File: config.mk
export PLATFORM = sky130hd
export DESIGN_NAME = pixel_feeder
export DESIGN_NICKNAME = d
export VERILOG_FILES = /design/src/rtl/cpe_pkg.sv /design/src/rtl/pixel_feeder_tile_counter.sv /design/src/rtl/pixel_feeder.sv
export SDC_FILE = /design/constraint.sdc
export NUM_CORES = 1
export LEC_CHECK = 0
export BUFFER_PORTS_ARGS = -buffer_cell sky130_fd_sc_hd__clkbuf_2
export CAP_MARGIN = 20
export CORE_UTILIZATION = 50
export CTS_CLUSTER_DIAMETER = 200
export CTS_CLUSTER_SIZE = 24
export DETAILED_ROUTE_END_ITERATION = 6
export GPL_TIMING_DRIVEN = 0
export PLACE_DENSITY = 0.83
export SLEW_MARGIN = 0
export SYNTH_ARGS = -nofsm -noshare
export SYNTH_HDL_FRONTEND = slang
export SYNTH_SLANG_ARGS = --single-unit
File: constraint.sdc
create_clock -name clock -period 4.3 [get_ports clock]
set_input_delay 0.86 -clock clock [delete_from_list [all_inputs] [get_ports clock]]
set_output_delay 0.86 -clock clock [all_outputs]
set_load 0.005 [all_outputs]
File: src/rtl/cpe_pkg.sv
// cpe_pkg: shared CPE types, kernel geometry and tile-dimension check
package cpe_pkg;

    localparam int KERNEL_SIZE = 3;

    localparam int TILE_W_BITS    = 6;
    localparam int TILE_H_BITS    = 8;
    localparam int TILE_ADDR_BITS = 10;

    typedef enum logic [1:0] {
        IDLE,
        RUN,
        DRAIN,
        DONE
    } feeder_state_t;

    typedef struct packed {
        logic [TILE_W_BITS-1:0]    w;
        logic [TILE_H_BITS-1:0]    h;
        logic [TILE_ADDR_BITS-1:0] base;
    } tile_desc_t;

    // A tile must hold at least one full kernel window and fit the chain taps.
    function automatic logic tile_dims_ok(input int w, input int h, input int w_max, input int h_max);
        return w >= KERNEL_SIZE && w <= w_max && h >= KERNEL_SIZE && h <= h_max;
    endfunction

endpackage

File: src/rtl/pixel_feeder_tile_counter.sv
// tile_counter: raster row/col walk plus wrapping SRAM read address
module tile_counter
    import cpe_pkg::*;
#(
    parameter int SEL_WIDTH  = 5,
    parameter int H_WIDTH    = 8,
    parameter int ADDR_WIDTH = 10
) (
    input  logic                  clock,
    input  logic                  rst_n,
    input  logic                  load,
    input  logic                  en,
    input  logic [ADDR_WIDTH-1:0] base,
    input  logic [SEL_WIDTH-1:0]  col_last,
    output logic [H_WIDTH-1:0]    row,
    output logic [SEL_WIDTH-1:0]  col,
    output logic [ADDR_WIDTH-1:0] addr
);

    logic col_wrap;

    assign col_wrap = col == col_last;

    // Load the tile origin, then step one pixel per enabled cycle in raster order.
    always_ff @(posedge clock or negedge rst_n) begin
        if (!rst_n) begin
            row  <= '0;
            col  <= '0;
            addr <= '0;
        end else if (load) begin
            row  <= '0;
            col  <= '0;
            addr <= base;
        end else if (en) begin
            addr <= addr + 1'b1;
            col  <= col_wrap ? '0 : col + 1'b1;
            row  <= col_wrap ? row + 1'b1 : row;
        end
    end

endmodule

File: src/rtl/pixel_feeder.sv
// pixel_feeder: streams one SRAM tile in raster order into the CPE pixel chain
module pixel_feeder
    import cpe_pkg::*;
#(
    parameter int WIDTH      = 16,
    parameter int SEL_WIDTH  = 5,
    parameter int H_WIDTH    = 8,
    parameter int ADDR_WIDTH = 10
) (
    input  logic                  clock,
    input  logic                  rst_n,
    input  logic                  start,
    input  logic [SEL_WIDTH:0]    tile_w,
    input  logic [H_WIDTH-1:0]    tile_h,
    input  logic [ADDR_WIDTH-1:0] base_addr,
    input  logic                  stall,
    output logic                  mem_rd_en,
    output logic [ADDR_WIDTH-1:0] mem_rd_addr,
    input  logic [WIDTH-1:0]      mem_rd_data,
    output logic [WIDTH-1:0]      pixel_out,
    output logic                  chain_run,
    output logic [SEL_WIDTH-1:0]  sel,
    output logic                  window_valid,
    output logic [H_WIDTH-1:0]    win_row,
    output logic [SEL_WIDTH-1:0]  win_col,
    output logic                  busy,
    output logic                  done,
    output logic                  err
);

    localparam logic [H_WIDTH-1:0]   EDGE_ROW = H_WIDTH'(KERNEL_SIZE - 1);
    localparam logic [SEL_WIDTH-1:0] EDGE_COL = SEL_WIDTH'(KERNEL_SIZE - 1);

    feeder_state_t        state, state_nx;
    logic [SEL_WIDTH:0]   w_m1;
    logic [H_WIDTH-1:0]   h_last;
    logic [H_WIDTH-1:0]   row, tag_row;
    logic [SEL_WIDTH-1:0] col, tag_col;
    logic                 dims_ok, accept, last_rd, win_hit;

    assign w_m1      = tile_w - 1'b1;
    assign dims_ok   = tile_dims_ok(int'(tile_w), int'(tile_h), 2**SEL_WIDTH, 2**H_WIDTH - 1);
    assign accept    = state == IDLE && start && dims_ok;
    assign last_rd   = row == h_last && col == sel;
    assign win_hit   = chain_run && tag_row >= EDGE_ROW && tag_col >= EDGE_COL;
    assign pixel_out = mem_rd_data;

    tile_counter #(
        .SEL_WIDTH (SEL_WIDTH),
        .H_WIDTH   (H_WIDTH),
        .ADDR_WIDTH(ADDR_WIDTH)
    ) u_cnt (
        .clock   (clock),
        .rst_n   (rst_n),
        .load    (accept),
        .en      (mem_rd_en),
        .base    (base_addr),
        .col_last(sel),
        .row     (row),
        .col     (col),
        .addr    (mem_rd_addr)
    );

    // Sequence state register.
    always_ff @(posedge clock or negedge rst_n) begin
        if (!rst_n) state <= IDLE;
        else        state <= state_nx;
    end

    // Next state and control strobes; stall gates the read in the same cycle.
    always_comb begin
        state_nx  = state;
        mem_rd_en = 1'b0;
        busy      = state != IDLE;
        done      = state == DONE;
        case (state)
            IDLE:  state_nx = accept ? RUN : IDLE;
            RUN: begin
                mem_rd_en = !stall;
                state_nx  = (!stall && last_rd) ? DRAIN : RUN;
            end
            DRAIN: state_nx = DONE;
            DONE:  state_nx = IDLE;
            default: state_nx = IDLE;
        endcase
    end

    // Tile descriptor captured on an accepted start; sel stays put for the tile.
    always_ff @(posedge clock or negedge rst_n) begin
        if (!rst_n) begin
            sel    <= '0;
            h_last <= '0;
        end else if (accept) begin
            sel    <= w_m1[SEL_WIDTH-1:0];
            h_last <= tile_h - 1'b1;
        end
    end

    // Rejected starts pulse err for one cycle.
    always_ff @(posedge clock or negedge rst_n) begin
        if (!rst_n) err <= 1'b0;
        else        err <= state == IDLE && start && !dims_ok;
    end

    // Read-to-push pipeline: the tag travels with the data, and a push that
    // completes a window raises window_valid one cycle later.
    always_ff @(posedge clock or negedge rst_n) begin
        if (!rst_n) begin
            chain_run    <= 1'b0;
            tag_row      <= '0;
            tag_col      <= '0;
            window_valid <= 1'b0;
            win_row      <= '0;
            win_col      <= '0;
        end else begin
            chain_run    <= mem_rd_en;
            window_valid <= win_hit;
            if (mem_rd_en) begin
                tag_row <= row;
                tag_col <= col;
            end
            if (win_hit) begin
                win_row <= tag_row;
                win_col <= tag_col;
            end
        end
    end

endmodule

### After elaboration in Yosys (flattened, before gate mapping)

Cells that the tools add are included.
W data, S select, Z words.

* add/sub/neg operators: 5
* $lt $le $gt $ge: 5
* equality and inequality tests: 5
* mux-type cells: 12
* reduce and logical (&&, ||, !) cells: 16

Operators by type and width (number)
* $mux W8: 3
* $mux W10: 2
* $ge A8 B2 Y1 const B: 2
* $mux W5: 3
* $add A10 B1 Y10 const B: 1
* $logic_and A1 B1 Y1: 9
* $add A8 B1 Y8 const B: 1
* $eq A8 B8 Y1: 1
* $pmux W2 S4: 1
* $sub A8 B1 Y8 const B: 1
* $ge A6 B2 Y1 const B: 1
* $le A6 B6 Y1 const B: 1
* $reduce_bool A2 Y1: 3
* $add A5 B1 Y5 const B: 1
* $eq A5 B5 Y1: 1
* $ge A5 B2 Y1 const B: 1
* $sub A5 B1 Y5 const B: 1
* $eq A2 B2 Y1 const B: 2
* $eq A2 B1 Y1 const B: 1
* $logic_not A1 Y1: 2
* $logic_not A2 Y1: 1
* $mux W1: 2
* $mux W2: 1
* $reduce_and A2 Y1: 1

* flip-flop bits (word level): 67
* output and inout bits: 50
* word-level logic and storage cells: 56

### Longest topological paths before layout

* depth after elaboration: 6
* gate-level depth with buffers: 7
* gate-level depth less buffers: 6

### Hierarchy

From an unflattened synthesis, not the netlist that was laid out.

* cells, all modules: 316
* area, all modules: 3520.9 sq um

By module, submodules not included
* pixel_feeder: instances 1, cells each 173, area an instance 2229.6 sq um, seq. area each 1101.1 sq um
* tile_counter: instances 1, cells each 143, area an instance 1291.2 sq um, seq. area each 575.6 sq um

### Least setup slack after synthesis

Ideal clock, no wire load.

* kind: in2out
* start point: input port stall
* end point: output port mem_rd_en
* data arrival time: 1.826 ns
* data required time: 3.440 ns
* path slack: 1.614 ns
* stages on the path: 5
* buffers on the path: 3
* cell sequence: or3b_1 -> buf_2 -> inv_1 -> buf_2 -> buf_4

* longest elaborated chain between the ends: 2

Ends and longest elaborated chain
* start, declared: RTL line pixel_feeder.sv:16 `input logic stall,`
* $logic_not A1 Y1: RTL line pixel_feeder.sv:79 `mem_rd_en = !stall;`
* $mux W1: RTL line pixel_feeder.sv:76 `case (state)`
* end, declared: RTL line pixel_feeder.sv:17 `output logic mem_rd_en,`

Every way passes these cells.

### Worst setup path in the final report

Same ends and word-level chain as after synthesis.

==> flow_summary.yaml <==
min_path:
  holdPathStages: 2
  hp-start: "tag_col[0]"
  hold_class: "reg -> reg"
  min_to: "tag_col[0]"
synthesis:
  ys_warn_count: 0
  yosysTopAreaCell: "dfrtp_1"
  ys_ff_latch: 67
  syn-instance-count: 339
  ys_seq_area_share_pct: 49.54
  ys_types: 46
  synth-edff-count: 0
  async_reset_ff_share_pct: 100.0
  syn-num-nets: 391
  synth_area_um2: 3384
  yosysTopAreaCellShare_pct: 49.54
  ys_top_cells_by_area: "dfrtp_1, nand2_1, xor2_1, buf_4, mux2_2"
  synth_ff_type: "dfrtp_1"
  avgSynthCellArea_um2: 9.984
route:
  routedWlPerCell_um: 13.65
  drtAntennaViolNets: 0
  vias_per_cell: 5.324
  drt_iter0_markers: 122
  via_count: 2710
  drc: 10
  dr.pass1.iters: 6
  wirelength_um: 6948
setup_path:
  worstSetupStartpointType: "input port"
  cp_slowest_cell: "or3b_1"
  cp.required_ns: 3.44
  crit_arrival_ns: 2.25
  cp_max_fo: 11
  path_buf_inv: 6
  r2r-start: "state[0]"
  r2r_slack_ns: 2.43
  crit_type: "in -> out"
  r2r-end: "u_cnt.addr[9]"
  cp_cell_sequence: "clkbuf_2, or3b_1, buf_2, inv_1, buf_2, buf_4, clkbuf_2"
  cp_top_family: "buffers and inverters"
  crit_cells: 7
  cp-end-kind: "output port"
  slowest_delay_ns: 0.33
  reg2reg_depth: 5
die:
  start_util_pct: 52.40
  die_w_um: 84.28
  coreArea_um2: 6459
  rows: 29
  dieArea_um2: 7102
  die_y_um: 84.28
  ioPinCount: 94
power:
  irDropWorstVdd_mv: 0.2801
  power_density_nw_per_um2: 566.2
  power_leakage_uw: 0.002134
clock_network:
  cts_buffers: 9
  clkLatencyLatePin_ns: 0.34
  post-cts-setup-buffers: 0
  root_buffer: "clkbuf_8"
  tritoncts: "done"
  clk_pin_slew_worst_paths_ns: 0.07
  clock-sinks: 67
  cts_hold_buf: 0
  cts_resized: 0
  clk_path_buf_depth: 2
  htreeDepth: 3
global_routing:
  grt_usage_pct: 21.27
  grt_pass1_vias: 2605
  antenna_found_initial: 0
  gr-max-usage-layer: "met2"
  grtUsageMet3_pct: 3.540
  globalRouteMet2Util_pct: 35.32
  overflow: 0
  grt_max_degree: 68
  met1_usage_pct: 27.19
  grt_pass1_wl_um: 11940
layout:
  area_growth_pct: 20.30
  nets: 479
  drive_gt1_share_pct: 32.41
  diodes: 0
sta:
  clock.fmax_mhz: 322.0
  setup_viol: 0
  setup_tns_ns: 0
  tightest_slew_ns: 0.8821
  setup_slack_ns: 1.195
  hold_viol: 0
  period_needed_ns: 3.105
  slew_headroom_pct: 41.19
  final_max_slew_viol_count: 0
  period_share_pct: 72.22
  finalClockSkew_ns: 0.006191
  rsz0062_at_grt: "false"
place:
  dp_slack_ns: 1.196
  port-buffer-count: 77
  dp.final_hpwl_um: 5081
  routabilityCongestion: 0.8022
flow_run:
  maxCapViolations: 0
outcome:
  failed_checks: "design-rule violations"
  status: "finished with violations"
## per-layer routing
metal	share of wire (%)	vias up
li1	-	1327
met1	44	1255
met2	48	117
met3	6.4	11
met4	1.7	0
met5	0	-
## cells in the final DEF (no fill, tap or decap), types with 4 or more instances in the layout
master | netlist | routed
inv_1 | 10 | 10
and3_1 | 5 | 5
a22o_1 | 4 | 4
o21ai_1 | 5 | 5
nand2_1 | 67 | 67
mux2_2 | 11 | 11
nand3_1 | 11 | 11
xnor2_1 | 6 | 6
nor2_1 | 19 | 19
nand4_1 | 7 | 7
a221o_1 | 4 | 4
nor3_1 | 6 | 6
clkbuf_2 | 0 | 76
nor4_1 | 8 | 8
o21ai_0 | 18 | 18
buf_4 | 17 | 17
clkbuf_8 | 0 | 10
buf_2 | 9 | 9
dfrtp_1 | 67 | 67
a21oi_1 | 4 | 4
xor2_1 | 24 | 24
ha_1 | 8 | 8
## how the worst max path moves through the flow
stage	startpoint	endpoint	slack, ns
after floorplan	stall	mem_rd_en	1.61
after global placement	stall	mem_rd_en	1.19
after detailed placement	stall	mem_rd_en	1.20
after CTS	stall	mem_rd_en	1.19
after global routing	stall	mem_rd_en	1.10
final	stall	mem_rd_en	1.19
## synthesized netlist by cell type, drive strengths merged, types with 2 or more instances
| cell type | count |
|---|---|
| xor2 | 24 |
| o221a | 2 |
| a21boi | 2 |
| nand4 | 7 |
| mux2 | 11 |
| nor4 | 8 |
| buf | 27 |
| a21oi | 4 |
| nand3 | 11 |
| ha | 8 |
| nor2 | 20 |
| inv | 10 |
| and2 | 2 |
| a221o | 4 |
| and3 | 5 |
| nor3 | 7 |
| nand2 | 67 |
| o21ai | 24 |
| or3b | 2 |
| o22ai | 2 |
| a22o | 4 |
| xnor2 | 6 |
| or2 | 2 |
| dfrtp | 67 |
## state kept, by name (all words and copies together), names as in the netlist, named ones only
| name | count |
|---|---|
| tag_row | 8 |
| u_cnt.col | 5 |
| win_col | 5 |
| u_cnt.addr | 10 |
| u_cnt.row | 8 |
| tag_col | 5 |
| sel | 5 |
| chain_run | 1 |
| state | 1 |
| win_row | 8 |
| err | 1 |
| h_last | 8 |
| window_valid | 1 |
## worst reg2reg max path, delay by kind of cell (launching register included)
family | cells | cell delay (ns)
AOI/OAI and AO/OA | 2 | 0.38
and+or+nand+nor | 2 | 0.66
DFF | 1 | 0.41
buffers and inverters | 1 | 0.29
## metrics by stage
step	hold WS, ns	instances	total power, uW	utilization, %	cell area (um2)
3_5_place_dp	0.4618	493	1790	59.90	3869
3_3_place_gp	0.4578	493	1751	59.86	3866
2_1_floorplan	0.4418	339	1503	-	3385
6_report	0.4712	509	2305	63.04	4071
4_1_cts	0.4806	509	2322	63.04	4071
5_1_grt	0.5174	509	2478	63.04	4071
## cells by family (layout without fill, tap and decap cells)
kind of cell    count (synthesis)  after routing  share of synthesized area (%)
compound gates                 50             50                          10.68
fa+ha+maj                       8              8                          2.958
buf+inv                        37            130                          6.543
flops                          67             67                          49.54
xor+xnor                       30             30                          7.763
mux                            12             12                          3.956
simple gates                  135            135                          18.56
## area by class of cell
type / instances / area, um2
Timing Repair Buffer: 77 / 387.9
Clock inverter: 6 / 65.06
Buffer: 27 / 183.9
Inverter: 10 / 37.54
Fill cell: 544 / 2387
Multi-Input combinational cell: 235 / 1486
Tap cell: 77 / 96.34
Clock buffer: 10 / 137.6
Sequential cell: 67 / 1677
## report_power, final
| part | switching (uW) | total, uW | leakage [uW] | internal, uW |
|---|---|---|---|---|
| logic | 403 | 755 | 0.00116 | 351 |
| registers | 200 | 1030 | 0.000871 | 827 |
| clock network | 241 | 524 | 0.000102 | 283 |
Power figures use the tool's default switching activity.
